$ cat config.mk
export PLATFORM = sky130hd
export DESIGN_NAME = param_sp_ram
export DESIGN_NICKNAME = d
export VERILOG_FILES = /design/src/rtl/param_sp_ram.sv
export SDC_FILE = /design/constraint.sdc
export NUM_CORES = 1
export LEC_CHECK = 0
export ABC_AREA = 1
export CELL_PAD_IN_SITES_DETAIL_PLACEMENT = 1
export CELL_PAD_IN_SITES_GLOBAL_PLACEMENT = 1
export CORE_MARGIN = 10
export CORE_UTILIZATION = 50
export DETAILED_ROUTE_END_ITERATION = 6
export PLACE_DENSITY = 0.77
export SKIP_LAST_GASP = 1
export SYNTH_ARGS = -nofsm -noshare
export SYNTH_HDL_FRONTEND = slang
export SYNTH_SLANG_ARGS = --single-unit
$ cat constraint.sdc
create_clock -name clk -period 3.2 [get_ports clk]
set_input_delay 0.32 -clock clk [delete_from_list [all_inputs] [get_ports clk]]
set_output_delay 0.32 -clock clk [all_outputs]
set_load 0.1 [all_outputs]
$ cat src/rtl/param_sp_ram.sv
// Single-port byte-writable RAM with a power-up/clear sweep, selectable
// read-during-write behaviour and an optional output pipeline register.
module param_sp_ram #(
  parameter int DATA_W   = 8,
  parameter int ADDR_W   = 6,
  parameter int RDW_MODE = 0,
  parameter int OUT_REG  = 0
) (
  input  logic                  clk,
  input  logic                  rst_n,
  input  logic                  en,
  input  logic                  wr,
  input  logic [DATA_W/8-1:0]   be,
  input  logic [ADDR_W-1:0]     address,
  input  logic [DATA_W-1:0]     data,
  input  logic                  clr,
  output logic [DATA_W-1:0]     out,
  output logic                  out_valid,
  output logic                  ready
);

  localparam int DEPTH = 2 ** ADDR_W;
  localparam int NB    = DATA_W / 8;

  localparam logic [0:0] ST_INIT = 1'b0;
  localparam logic [0:0] ST_RUN  = 1'b1;

  localparam logic [ADDR_W:0] CNT_LAST = (ADDR_W + 1)'(DEPTH - 1);
  localparam logic [ADDR_W:0] CNT_ONE  = (ADDR_W + 1)'(1);

  function automatic logic [DATA_W-1:0] f_lane_merge(
    input logic [DATA_W-1:0] old_word,
    input logic [DATA_W-1:0] new_word,
    input logic [NB-1:0]     lane_en
  );
    logic [DATA_W-1:0] res;
    res = old_word;
    for (int i = 0; i < NB; i++) begin
      if (lane_en[i]) begin
        res[8*i +: 8] = new_word[8*i +: 8];
      end else begin
        res[8*i +: 8] = old_word[8*i +: 8];
      end
    end
    return res;
  endfunction

  logic [0:0]        r_state;
  logic [ADDR_W:0]   r_cnt;
  logic [DATA_W-1:0] r_mem [DEPTH];
  logic [DATA_W-1:0] r_d1;
  logic              r_v1;

  logic              w_acc;
  logic [DATA_W-1:0] w_old;
  logic [DATA_W-1:0] w_merged;
  logic [DATA_W-1:0] w_rd_word;

  // Access qualification and the word a request returns (pre- or post-write).
  always_comb begin
    w_acc     = 1'b0;
    w_old     = r_mem[address];
    w_merged  = w_old;
    w_rd_word = w_old;
    w_acc     = (r_state == ST_RUN) & en & ~clr;
    if (wr) begin
      w_merged = f_lane_merge(w_old, data, be);
    end else begin
      w_merged = w_old;
    end
    if (RDW_MODE == 1) begin
      w_rd_word = w_merged;
    end else begin
      w_rd_word = w_old;
    end
  end

  // Controller: INIT sweeps the array once, RUN serves requests until clr.
  always_ff @(posedge clk or negedge rst_n) begin
    if (!rst_n) begin
      r_state <= ST_INIT;
      r_cnt   <= '0;
    end else begin
      case (r_state)
        ST_INIT: begin
          if (r_cnt == CNT_LAST) begin
            r_state <= ST_RUN;
            r_cnt   <= '0;
          end else begin
            r_cnt <= r_cnt + CNT_ONE;
          end
        end
        ST_RUN: begin
          if (clr) begin
            r_state <= ST_INIT;
            r_cnt   <= '0;
          end else begin
            r_state <= ST_RUN;
          end
        end
        default: begin
          r_state <= ST_INIT;
          r_cnt   <= '0;
        end
      endcase
    end
  end

  // Storage array; contents are only ever cleared by the sweep.
  always_ff @(posedge clk) begin
    if (r_state == ST_INIT) begin
      r_mem[r_cnt[ADDR_W-1:0]] <= '0;
    end else if (w_acc && wr) begin
      r_mem[address] <= w_merged;
    end
  end

  // First read stage; data holds when no access is accepted.
  always_ff @(posedge clk or negedge rst_n) begin
    if (!rst_n) begin
      r_v1 <= 1'b0;
      r_d1 <= '0;
    end else begin
      r_v1 <= w_acc;
      if (w_acc) begin
        r_d1 <= w_rd_word;
      end
    end
  end

  generate
    if (OUT_REG == 1) begin : g_out_reg
      logic [DATA_W-1:0] r_d2;
      logic              r_v2;

      // Optional output stage; unaffected by clr so in-flight reads drain.
      always_ff @(posedge clk or negedge rst_n) begin
        if (!rst_n) begin
          r_v2 <= 1'b0;
          r_d2 <= '0;
        end else begin
          r_v2 <= r_v1;
          if (r_v1) begin
            r_d2 <= r_d1;
          end
        end
      end

      assign out       = r_d2;
      assign out_valid = r_v2;
    end else begin : g_out_direct
      assign out       = r_d1;
      assign out_valid = r_v1;
    end
  endgenerate

  assign ready = (r_state == ST_RUN);

endmodule

==> results.md <==
| Group | Item | This run |
|---|---|---|
| logic synthesis | Top cell type by total area after synthesis | sky130_fd_sc_hd__edfxtp_1 |
| die | Die span in x | 229 µm |
| timing | Setup repair after global routing missed its margin | no |
| clock network | Setup repair bufs after CTS | 0 |
| timing | Minimum period implied by the final worst setup slack | 3.10 ns |
| logic synthesis | Simple-Gate Fraction of Synth Area | 23.9% |
| die | I/O pin count | 30 |
| die | Area of the die | 52300 µm² |
| power and ir drop | Power density relative to cell area | 646 nW/µm² |
| cells and area | Area of all placed cells without fillers | 25200 µm² |
| clock network | CTS tree | yes |
| logic synthesis | Cell types with the highest counts after synthesis | 696 x sky130_fd_sc_hd__nand2_1, 512 x sky130_fd_sc_hd__edfxtp_1, 446 x sky130_fd_sc_hd__nand3_1, 92 x sky130_fd_sc_hd__clkbuf_1, 59 x sky130_fd_sc_hd__nor2_1 |
| logic synthesis | Net count of the mapped netlist | 1949 |
| timing | Max-Slew Margin vs Limit | 34.0% |
| worst hold path | Worst min path class | in -> async |
| logic synthesis | Synthesized-area fraction occupied by ao, oa, aoi and oai cells | 0.793% |
| cells and area | Diode insertion count for antenna repair | 0 |
| clock network | Root cell of the clock tree | sky130_fd_sc_hd__clkbuf_16 |
| logic synthesis | Count of synthesis-stage warnings from yosys | 0 |
| power and ir drop | Final Power | 16.3 mW |
| grt | Overall fraction of global-route tracks in use | 24.8% |
| logic synthesis | Average instance area after synthesis | 11.3 µm² |
| worst setup path | Setup Crit Path Kind | reg -> reg |
| status | Status | finished, final reports clean |
| power and ir drop | Max IR drop VDD | 580 µV |
| logic synthesis | Count of distinct cell types in the synthesized netlist | 29 |
| grt | Vias in the first global route | 16334 |
| routing | Via density per instance | 5.87 |
| logic synthesis | Most repeated cell in the gate-level netlist after synthesis | sky130_fd_sc_hd__nand2_1 |
| logic synthesis | Dominant combinational cell family by area after synthesis | simple AND/OR/NAND/NOR gates |
| grt | Antenna violations before repair | 0 |
| worst setup path | Levels on crit path | 9 |
| power and ir drop | Seq pwr share | 49.3% |
| power and ir drop | Static leakage | 9.57 nW |
| die | Chip height | 229 µm |
| power and ir drop | Relative contribution of combinational cells to total power | 14.2% |
| grt | First-pass GRT wire length | 99200 µm |
| placement | Cell area after placement | 23600 µm² |
| worst setup path | Slowest-stage cell, CP | sky130_fd_sc_hd__nor2_1 |
| worst setup path | Highest cell delay on the worst timing path | 0.69 ns |
| routing | DRC violation count after routing | 0 |
| clock network | Clock latency reported for the late side of the worst-skew pair | 0.60 ns |
| logic synthesis | Portion of synthesized cell area occupied by the leading cell type | 70.6% |
| placement | Port Buf Inserts | 29 |
| routing | Number of routed nets with antenna violations | 0 |
| logic synthesis | Sequential cell area fraction in the yosys report | 72.5% |
| cells and area | Share of layout cells above drive strength 1 | 10.5% |
| worst setup path | Count of buffer and inverter cells on the critical path | 3 |
| logic synthesis | Synth Area in XOR/XNOR | 0.121% |
| worst setup path | Cells traversed along the worst timing path | inv_2, nor2_4, nand2_4, inv_4, nand2_1, buf_12, o21ai_4, nand4_1, nor2_1 |
| worst setup path | Category of the worst setup path launch point | flip-flop |
| logic synthesis | Cell types with the largest area share after synthesis | sky130_fd_sc_hd__edfxtp_1 71%, sky130_fd_sc_hd__nand2_1 12%, sky130_fd_sc_hd__nand3_1 10% |
| timing | Number of endpoints failing setup at the final stage | 0 |
| timing | Transition at the pin with the smallest max-transition slack | 0.987 ns |
| routing | Wirelength per Cell | 24.8 µm |
| cells and area | Signed area change from the synthesized netlist to the final layout | 15.8% |
| logic synthesis | Post-synth design cell area | 21800 µm² |
| worst setup path | CP Max Fanout | 21 |
| placement | RD Place Congestion | 0.869 |
| timing | Final sum of negative setup slack | 0 ns |
| worst setup path | Crit-path leading delay family | simple AND/OR/NAND/NOR gates |
| die | Row cnt | 76 |
| routing | Total length of routed wires | 65500 µm |
| logic synthesis | Mapped Cells | 1928 |
| worst setup path | Arrival time of the worst setup path | 3.33 ns |
| grt | Largest net degree at the start of global routing | 97 |
| power and ir drop | Net switching component of the power | 4.40 mW |
| logic synthesis | Register bit count reported by yosys | 529 |
| timing | Period utilisation layout | 97.0% |
| worst setup path | R2r worst-path depth | 9 |
| job | Max Cap Violations | 0 |
| routing | Iter 0 DRT Violations | 1776 |
| routing | Routed via count | 15512 |
| routing | Pre-antenna DRT Iters | 7 |
| logic synthesis | Asr flop ratio synth | 3.21% |
| timing | Achievable frequency | 322 MHz |
| clock network | Hold_buf cts | 0 |
| timing | Number of failing hold endpoints at the final stage | 0 |
| clock network | H-tree levels | 2 |
| placement | DPL Wire Length | 41500 µm |
| power and ir drop | Design internal power | 11.9 mW |
| grt | Total gr overflow | 0 |
| cells and area | Area taken by flip-flops and latches | 15800 µm² |
| die | Standard cell core area | 43100 µm² |
| clock network | Clock Sink Count | 529 |
| clock network | Maximum clock path buffer count | 3 |
| cells and area | Area of the multi-input gates | 5430 µm² |
| logic synthesis | Main flop type after synthesis | sky130_fd_sc_hd__edfxtp_1 |
| worst setup path | Critical Path Sink Type | flip-flop |
| cells and area | Filler cell count | 4457 |
| clock network | Clock-pin slew on the worst setup and hold paths | 0.06 ns |
| logic synthesis | Multiplexer share of the synthesized area | 0% |
| timing | Clock skew | 0.0150 ns |
| logic synthesis | Post-synth EDFFs | 512 |
| clock network | Resized Gates After CTS | 0 |
| clock network | Number of CTS-inserted buffers | 54 |
| power and ir drop | Power share of the clock group | 36.5% |
| worst setup path | Critical path data required time | 3.43 ns |
| cells and area | Nets@finish | 2044 |
| die | Starting utilization of the core area | 50.6% |
| timing | Final Slew Violations | 0 |
| logic synthesis | Post-Synth Adder-Cell Area | 0.0574% |
| power and ir drop | Net switching share of the total power | 27.0% |
worst paths after layout:
kind | start | endpoint | slack (ns)
min in group clk | clr | ready | 0.43
max reg2reg | ready | r_mem[22][0] | 0.1
max in group asynchronous | rst_n | r_cnt[2] | 2.56
min | rst_n | r_cnt[1] | 0.17
max | ready | r_mem[22][0] | 0.1
min reg2reg | out[1] | out[1] | 0.50
metal layers:
metal / track usage, % / vias to the layer above / wire (µm)
met5: 0 / - / 0
met4: 8.27 / 0 / 2100
met3: 5.01 / 137 / 4690
met2: 41.7 / 627 / 32000
met1: 31.5 / 7834 / 26700
li1: - / 6914 / -
power groups by stage:
stage | Combinational [mW] | Sequential [mW] | Clock, mW
2_1_floorplan | 1.05 | 8.38 | 0
3_3_place_gp | 2.16 | 8.16 | 0
3_5_place_dp | 2.25 | 8.18 | 0
4_1_cts | 2.28 | 8.04 | 6.02
5_1_grt | 2.45 | 8.06 | 6.31
6_report | 2.31 | 8.04 | 5.94
cell usage in the layout, fill, tap and decap left out, drive strengths merged:
cell	n
xor2	2
ha	1
a21oi	9
inv	38
clkdlybuf4s50	25
nand2	697
a22o	1
nand3	447
nand4	8
buf	127
nor3	2
xnor2	1
o22ai	2
nor4	8
edfxtp	512
bufinv	3
dfrtp	17
a21boi	2
nor2	60
clkbuf	71
o21ai	10
clkinv	16
state kept, by name, summed over array words and instances, names as in the netlist:
name and count:
r_mem 512, out 8, r_cnt 7, out_valid 1, ready 1
layout make-up:
class,instances,share of cell area (%)
Multi-Input combinational cell,1250,21.5
Tap cell,585,2.90
Sequential cell,529,62.7
Timing Repair Buffer,152,5.97
Clock buffer,71,5.70
Inverter,36,0.576
Clock inverter,21,0.690
kinds of logic (layout without fill, tap and decap cells):
kind of cell,count (synthesis),in the layout
fa+ha+maj,1,1
compound gates,24,24
buf+inv,149,280
flops,529,529
xor+xnor,3,3
simple gates,1222,1222
per-stage QoR:
step	worst slack [ns]	hold slack (ns)	utilization [%]	cells
final	0.0973	0.166	58.5	2644
after global routing	0.0132	0.219	58.5	2644
after CTS	0.172	0.176	58.5	2644
after detailed placement	-0.0606	0.482	54.8	2552
after global placement	-0.0624	0.482	54.8	2552
after floorplan	-0.259	0.0244	-	1928
No activity file was read; power rests on OpenSTA's default activity.
